File: src/rtl/sha256_compress.sv
// SHA-256 compression core: one 64-round block per 66 cycles, K supplied
// by an external ROM addressed by round_o.
// Ports: clk, rst (sync, active-high), start, first, block[511:0],
//   k_in[31:0] in; round_o[5:0], busy, done, digest[255:0] out.
// Define SHA224_EN to load the SHA-224 IV instead of the SHA-256 IV.
module sha256_compress (
    input  logic         clk,
    input  logic         rst,
    input  logic         start,
    input  logic         first,
    input  logic [511:0] block,
    input  logic [31:0]  k_in,
    output logic [5:0]   round_o,
    output logic         busy,
    output logic         done,
    output logic [255:0] digest
);

    typedef enum logic [1:0] {IDLE, ROUND, FINAL} state_t;

`ifdef SHA224_EN
    localparam logic [255:0] IV = {
        32'hc1059ed8, 32'h367cd507, 32'h3070dd17, 32'hf70e5939,
        32'hffc00b31, 32'h68581511, 32'h64f98fa7, 32'hbefa4fa4};
`else
    localparam logic [255:0] IV = {
        32'h6a09e667, 32'hbb67ae85, 32'h3c6ef372, 32'ha54ff53a,
        32'h510e527f, 32'h9b05688c, 32'h1f83d9ab, 32'h5be0cd19};
`endif

    state_t         r_state;
    state_t         w_next;
    logic [31:0]    r_w [16];
    logic [31:0]    r_a, r_b, r_c, r_d, r_e, r_f, r_g, r_h;
    logic [255:0]   r_hv;
    logic [255:0]   r_digest;
    logic [5:0]     r_cnt;
    logic           r_done;

    logic [255:0]   w_cv;
    logic [255:0]   w_work;
    logic [255:0]   w_sum;
    logic [31:0]    w_t1, w_t2, w_wnew;
    logic [31:0]    w_bs0, w_bs1, w_ch, w_maj, w_ss0, w_ss1;

    // Big sigmas on a/e, choose/majority, small sigmas for the schedule.
    assign w_bs0 = {r_a[1:0], r_a[31:2]} ^ {r_a[12:0], r_a[31:13]}
                 ^ {r_a[21:0], r_a[31:22]};
    assign w_bs1 = {r_e[5:0], r_e[31:6]} ^ {r_e[10:0], r_e[31:11]}
                 ^ {r_e[24:0], r_e[31:25]};
    assign w_ch  = (r_e & r_f) ^ (~r_e & r_g);
    assign w_maj = (r_a & r_b) ^ (r_a & r_c) ^ (r_b & r_c);
    assign w_ss0 = {r_w[1][6:0], r_w[1][31:7]}
                 ^ {r_w[1][17:0], r_w[1][31:18]}
                 ^ {3'b0, r_w[1][31:3]};
    assign w_ss1 = {r_w[14][16:0], r_w[14][31:17]}
                 ^ {r_w[14][18:0], r_w[14][31:19]}
                 ^ {10'b0, r_w[14][31:10]};

    assign w_t1   = r_h + w_bs1 + w_ch + k_in + r_w[0];
    assign w_t2   = w_bs0 + w_maj;
    // Window holds W[t..t+15]; this is W[t+16].
    assign w_wnew = w_ss1 + r_w[9] + w_ss0 + r_w[0];

    assign w_cv   = first ? IV : r_digest;
    assign w_work = {r_a, r_b, r_c, r_d, r_e, r_f, r_g, r_h};

    always_comb begin
        w_sum = '0;
        for (int i = 0; i < 8; i++) begin
            w_sum[255-32*i -: 32] = r_hv[255-32*i -: 32]
                                  + w_work[255-32*i -: 32];
        end
    end

    always_comb begin
        w_next = r_state;
        unique case (r_state)
            IDLE:    if (start) w_next = ROUND;
            ROUND:   if (r_cnt == 6'd63) w_next = FINAL;
            FINAL:   w_next = IDLE;
            default: w_next = IDLE;
        endcase
    end

    always_ff @(posedge clk) begin
        if (rst) r_state <= IDLE;
        else     r_state <= w_next;
    end

    always_ff @(posedge clk) begin
        if (rst) begin
            for (int i = 0; i < 16; i++) r_w[i] <= '0;
            {r_a, r_b, r_c, r_d, r_e, r_f, r_g, r_h} <= '0;
            r_hv     <= '0;
            r_digest <= '0;
            r_cnt    <= '0;
            r_done   <= 1'b0;
        end else begin
            r_done <= 1'b0;
            unique case (r_state)
                IDLE: begin
                    if (start) begin
                        for (int i = 0; i < 16; i++)
                            r_w[i] <= block[511-32*i -: 32];
                        r_hv <= w_cv;
                        {r_a, r_b, r_c, r_d, r_e, r_f, r_g, r_h} <= w_cv;
                        r_cnt <= '0;
                    end
                end
                ROUND: begin
                    for (int i = 0; i < 15; i++) r_w[i] <= r_w[i+1];
                    r_w[15] <= w_wnew;
                    r_h <= r_g;
                    r_g <= r_f;
                    r_f <= r_e;
                    r_e <= r_d + w_t1;
                    r_d <= r_c;
                    r_c <= r_b;
                    r_b <= r_a;
                    r_a <= w_t1 + w_t2;
                    r_cnt <= r_cnt + 6'd1;
                end
                FINAL: begin
                    r_digest <= w_sum;
                    r_done   <= 1'b1;
                end
                default: ;
            endcase
        end
    end

    assign round_o = (r_state == ROUND) ? r_cnt : 6'd0;
    assign busy    = (r_state != IDLE);
    assign done    = r_done;
    assign digest  = r_digest;

endmodule

File: config.mk
export PLATFORM = sky130hd
export DESIGN_NAME = sha256_compress
export DESIGN_NICKNAME = d
export VERILOG_FILES = /design/src/rtl/sha256_compress.sv
export SDC_FILE = /design/constraint.sdc
export NUM_CORES = 2
export LEC_CHECK = 0
export BUFFER_PORTS_ARGS = -buffer_cell sky130_fd_sc_hd__buf_2
export CELL_PAD_IN_SITES_DETAIL_PLACEMENT = 1
export CELL_PAD_IN_SITES_GLOBAL_PLACEMENT = 1
export CORE_UTILIZATION = 46
export DETAILED_ROUTE_END_ITERATION = 12
export PLACE_DENSITY_LB_ADDON = 0.1
export SETUP_SLACK_MARGIN = 0.4
export SYNTH_ARGS = -nofsm -noshare
export SYNTH_HDL_FRONTEND = slang
export SYNTH_SLANG_ARGS = --single-unit
File: constraint.sdc
create_clock -name clk -period 10.3 [get_ports clk]
set_clock_uncertainty 0.1 [all_clocks]
set_input_delay 1.545 -clock clk [delete_from_list [all_inputs] [get_ports clk]]
set_output_delay 1.545 -clock clk [all_outputs]
set_load 0.1 [all_outputs]
; ---- Yosys cells after proc, flatten, opt, wreduce, memory -nomap -nowiden
; Memories as Yosys holds them, arrays and structs flattened.
; Index checks and enable logic that the tools add are counted.
[op_classes]
addsub = 19
n_eq_ne = 5
mux = 65
n_bitwise = 49
n_reduce_logical = 6
[ops]
columns = op, count
row1 = $mux W32, 40
row2 = $add A32 B32 Y32, 18
row3 = $pmux W32 S2, 8
row4 = $xor A32 B32 Y32, 9
row5 = $mux W256, 1
row6 = $and A32 B32 Y32, 5
row7 = $not A32 Y32, 1
row8 = $or A1 B1 Y1, 32
row9 = $xor A32 B22 Y32, 1
row10 = $xor A32 B29 Y32, 1
row11 = $mux W6, 2
row12 = $pmux W6 S2, 1
row13 = $mux W1, 10
row14 = $add A6 B1 Y6 const B, 1
row15 = $eq A6 B6 Y1 const B, 1
row16 = $reduce_and A2 Y1, 3
row17 = $mux W2, 2
row18 = $ne A2 B2 Y1 const B, 2
row19 = $pmux W2 S2, 1
row20 = $reduce_bool A2 Y1, 2
row21 = $eq A2 B1 Y1 const B, 1
row22 = $eq A2 B2 Y1 const B, 1
row23 = $logic_not A2 Y1, 1
[totals]
ff_bits = 777
ram_bits = 512
input_bits = 548
out_inout_bits = 264
word_cells = 158
memories = 1
[memory_table]
columns = name, words, width, rd, rd_clocked_by_memory_dff, write_ports, line_no
row1 = r_w, 16, 32, 16, 0, 16, 33  ; logic [31:0] r_w [16];

; ---- Depth between registers and ports, before layout
[depth]
depth_word = 8
mapped_depth = 33
mapped_depth_nobuf = 32

; ---- Worst setup path after synthesis
; Ideal clock, no wire load.
[synth_timing]
path_type = input port to flip-flop
startpoint = input port k_in[9]
endpoint = register r_a[31]
setup_ns = 0.106
t_arrival_ns = 8.112
t_required_ns = 10.094
path_slack_ns = 1.982
stages = 31
path_buffers = 0
cell_sequence = inv_1 fa_1 inv_1 fa_1 inv_1 fa_1 inv_1 ha_1 a211o_1 or4_1 a21oi_2 nor3_2 a2111oi_4 a211oi_2 nor3_2 or3_1 xnor2_1 inv_1 fa_1 inv_1 ha_1 and3_1 nor3b_1 and2_1 a31o_2 a31oi_1 a211oi_1 a41oi_1 mux2i_1 a22o_1 o311ai_0
[synth_via]
elab_chain_len = 4
[synth_rtl]
columns = element, line_no
row1 = "start, declared", 12  ; input logic [31:0] k_in,
row2 = $add A32 B32 Y32 (2 in series), 60  ; assign w_t1 = r_h + w_bs1 + w_ch + k_in + r_w[0];
row3 = $add A32 B32 Y32, 121  ; r_a <= w_t1 + w_t2;
row4 = $pmux W32 S2, 101  ; unique case (r_state)
row5 = "end signal, assigned", 107  ; {r_a, r_b, r_c, r_d, r_e, r_f, r_g, r_h} <= w_cv;
row6 = "end signal, assigned", 121
row7 = "end, declared", 34  ; logic [31:0] r_a, r_b, r_c, r_d, r_e, r_f, r_g, r_h;
; No other way between the ends.
; A chain may end at the register's enable or synchronous reset.

; ---- Final worst setup path
[layout_timing]
startpoint = register r_e[12]
endpoint = register r_a[31]
[layout_via]
elab_chain_len = 8
elab_cells_between_ends = 12
cone_classes = add/sub (5) / mux (1) / bitwise (6)
[layout_rtl]
columns = element, line_no
row1 = "start, declared", 34
row2 = "start signal, assigned", 107
row3 = "start signal, assigned", 117  ; r_e <= r_d + w_t1;
row4 = $xor A32 B32 Y32 or $not A32 Y32 (tied branches), "49, 51"
row5 = $xor A32 B32 Y32 or $and A32 B32 Y32 (tied branches), "50, 51"
row6 = $add A32 B32 Y32 or $xor A32 B32 Y32 (tied branches), "60, 51"
row7 = $add A32 B32 Y32 * (3 in series), 60
row8 = $add A32 B32 Y32 *, 121
row9 = $pmux W32 S2 *, 101
; Mark *: on every way between the ends. The rest lies on a longest branch, timed or not.

==> out/metrics.yaml <==
status: "finished clean"
cts_tree: "built"
multi_input_comb_area_mm2: 0.04065
cts_setup_buffers: 0
setup.worst_path.start: "r_e[12]$_SDFFE_PP0P_"
cp-end-kind: "flop"
path_class: "reg2reg"
drt_iter0_drc: 6799
rsz0062_at_grt: "no"
syn_area_mm2: 0.07496
crit_required_ns: 10.90
grt_pass1_wl_um: 466000
r2r_start: "r_e[12]$_SDFFE_PP0P_"
worst-path-buf-inv: 4
ys_ff_latch: 1289
die_h_um: 405.7
final_common_cell: "nand2_1"
ctsResizeCount: 0
die_x_um: 405.7
relSlewSlack: 0.1046
dr.pass1.iters: 5
clock-sinks: 1289
crit_path_start_kind: "flop"
clock-root-buffer: "clkbuf_16"
num_rows: 147
layout-drive-gt1-share: 0.1377
dp.final_hpwl_um: 241800
power_mw: 34.98
yosysWarningCount: 0
grt_overflow: 0
stdcell_area_mm2: 0.08575
cts.path.max_buffers: 3
h-tree-depth: 4
synth_cells: 8544
io_pins: 812
grt_pass1_vias: 68166
ys_types: 78
place_area_mm2: 0.08061
routed_wl_um: 327700
fin_crit_sh: 0.8668
slew_violations: 0
area_growth_pct: 14.38
crit_top_cell: "fa_1"
num-nets-final: 10186
slowest_delay_ns: 0.78
start_util: 0.4653
nFillCells: 19032
route.detailed.drc: 0
worst_path_max_delay_cell: "dfxtp_1"
vias: 69177
min_path_type: "reg2reg"
vias_per_cell: 6.076
grt_max_degree: 202
fin_ws_ns: 1.372
max_cap_viol_count: 0
crit_arrival_ns: 9.53
die_area_mm2: 0.1646
crit_fanout: 8
cts_buffers: 151
clkSlewWorstSetupHoldPaths_ns: 0.07
hold_buffers: 0
fmax_mhz: 112.0
syn_nets: 9660
setup_tns_ns: 0
coreArea_mm2: 0.1611
finalSetupViolCount: 0
ys_async_sr_fraction: 0
place_congestion: 0.9782
antenna_found_initial: 72
register_area_mm2: 0.03093
synth.avg_cell_area_um2: 8.774
ys_seq_area_frac: 0.4126
power_density_mw_per_mm2: 407.9
ir_drop_mv: 0.4453
track_usage: 0.3860
post-place-ws_ns: 0.9639
ant_nets: 0
port-buffer-count: 811
synthFlopType: "dfxtp_1"
synth-edff-count: 512
mostFrequentLayoutCells: "nand2_1 (1566), a21oi_1 (963), buf_2 (809)"
avgRoutedWirePerCell_um: 28.79
period_minus_slack_ns: 8.928
min_from: "r_hv[54]$_SDFFE_PP0P_"
critical-path-top-delay-family: "adder cells"
p_leak_nw: 38.18
tightestPinTransition_ns: 1.329
hold_viol_final: 0
worst_skew_pair.late_latency_ns: 0.82
[power breakdown]
| part | switching [mW] | internal [mW] |
|---|---|---|
| clock network | 2.35 | 3.26 |
| registers | 0.729 | 5.81 |
| logic | 14.4 | 8.46 |
| total | 17.4 | 17.5 |
[path summary, 6_finish.rpt]
check,to,slack (ns),cells past startpoint
worst min-delay path,r_hv[54]$_SDFFE_PP0P_,0.35,2
worst max register to register,r_a[31]$_SDFFE_PP0P_,1.37,31
worst min register to register,r_hv[54]$_SDFFE_PP0P_,0.35,2
worst max-delay path,r_a[31]$_SDFFE_PP0P_,1.37,31
[sequential cells by signal, summed over array words and instances (netlist names)]
register,flops
r_g,32
done,1
r_state,2
r_w,512
r_c,32
r_hv,256
r_d,32
r_b,32
digest,256
r_f,32
r_a,32
r_cnt,6
r_e,32
r_h,32
[per-stage QoR]
step                  util  cells  hold slack, ns
floorplan                -   8544          0.3262
global placement    0.5003  11077          0.3343
detailed placement  0.5003  11077          0.3432
CTS                 0.5317  11353          0.3518
global route        0.5321  11381          0.3628
finish              0.5322  11385          0.3485
[cell families (layout without fill, tap and decap cells)]
family	after synthesis	count (layout)	synth area share
simple gates	2899	2899	0.1701
compound gates	2312	2312	0.1914
flops	1289	1289	0.4126
buf+inv	936	1585	0.04687
fa+ha+maj	571	571	0.1147
xor+xnor	477	477	0.05573
mux	60	60	0.008529
other cells	0	32	0
[Yosys cell counts (all sizes together) (21+ instances only)]
cell type / count / area (um2)
a211oi: 122 / 920.9
a21o: 205 / 1539
a21oi: 964 / 4828
a221oi: 21 / 183.9
a22o: 113 / 989.7
a22oi: 65 / 488.0
a31oi: 93 / 581.8
a32o: 37 / 370.4
and2: 37 / 231.5
and3: 66 / 412.9
buf: 56 / 210.2
clkbuf: 452 / 1697
dfxtp: 777 / 15550
edfxtp: 512 / 15370
fa: 195 / 3904
ha: 373 / 4667
inv: 427 / 1603
mux2: 31 / 349.1
mux2i: 29 / 290.3
nand2: 1569 / 5889
nand2b: 98 / 613.1
nand3: 84 / 420.4
nand3b: 43 / 322.8
nor2: 490 / 1839
nor2b: 33 / 206.5
nor3: 231 / 1166
nor3b: 22 / 165.2
nor4: 67 / 419.2
o211ai: 23 / 172.7
o21a: 77 / 578.1
o21ai: 385 / 1927
o31ai: 39 / 292.8
or2: 58 / 362.8
or3: 55 / 344.1
xnor2: 311 / 2724
xor2: 166 / 1454
[area by class of cell]
type                    count  area share
diodes                     32   0.0009339
clock buffers             202     0.04964
clock inverters            74    0.009368
inverters                 428     0.01895
multi-input cells        6319      0.4741
flip-flops and latches   1289      0.3607
well taps                2160     0.03152
repair buffers            881     0.05478
[worst min-delay path, cell delays in order, from the launching register on]
cell	delay [ns]
dfxtp_1	0.31
nand2_1	0.05
nand2_1	0.04
[layer usage]
| metal | vias up | share of wire | routed length [um] | global-route usage |
|---|---|---|---|---|
| met1 | 34717 | 0.42 | 138400 | 0.5243 |
| met3 | 649 | 0.078 | 25480 | 0.07050 |
| met4 | 8 | 0.051 | 16740 | 0.1824 |
| li1 | 30943 | - | - | - |
| met5 | - | 0.00019 | 61 | 0 |
| met2 | 2860 | 0.45 | 147100 | 0.5929 |
Note: power is estimated with default switching activity, not from simulation.
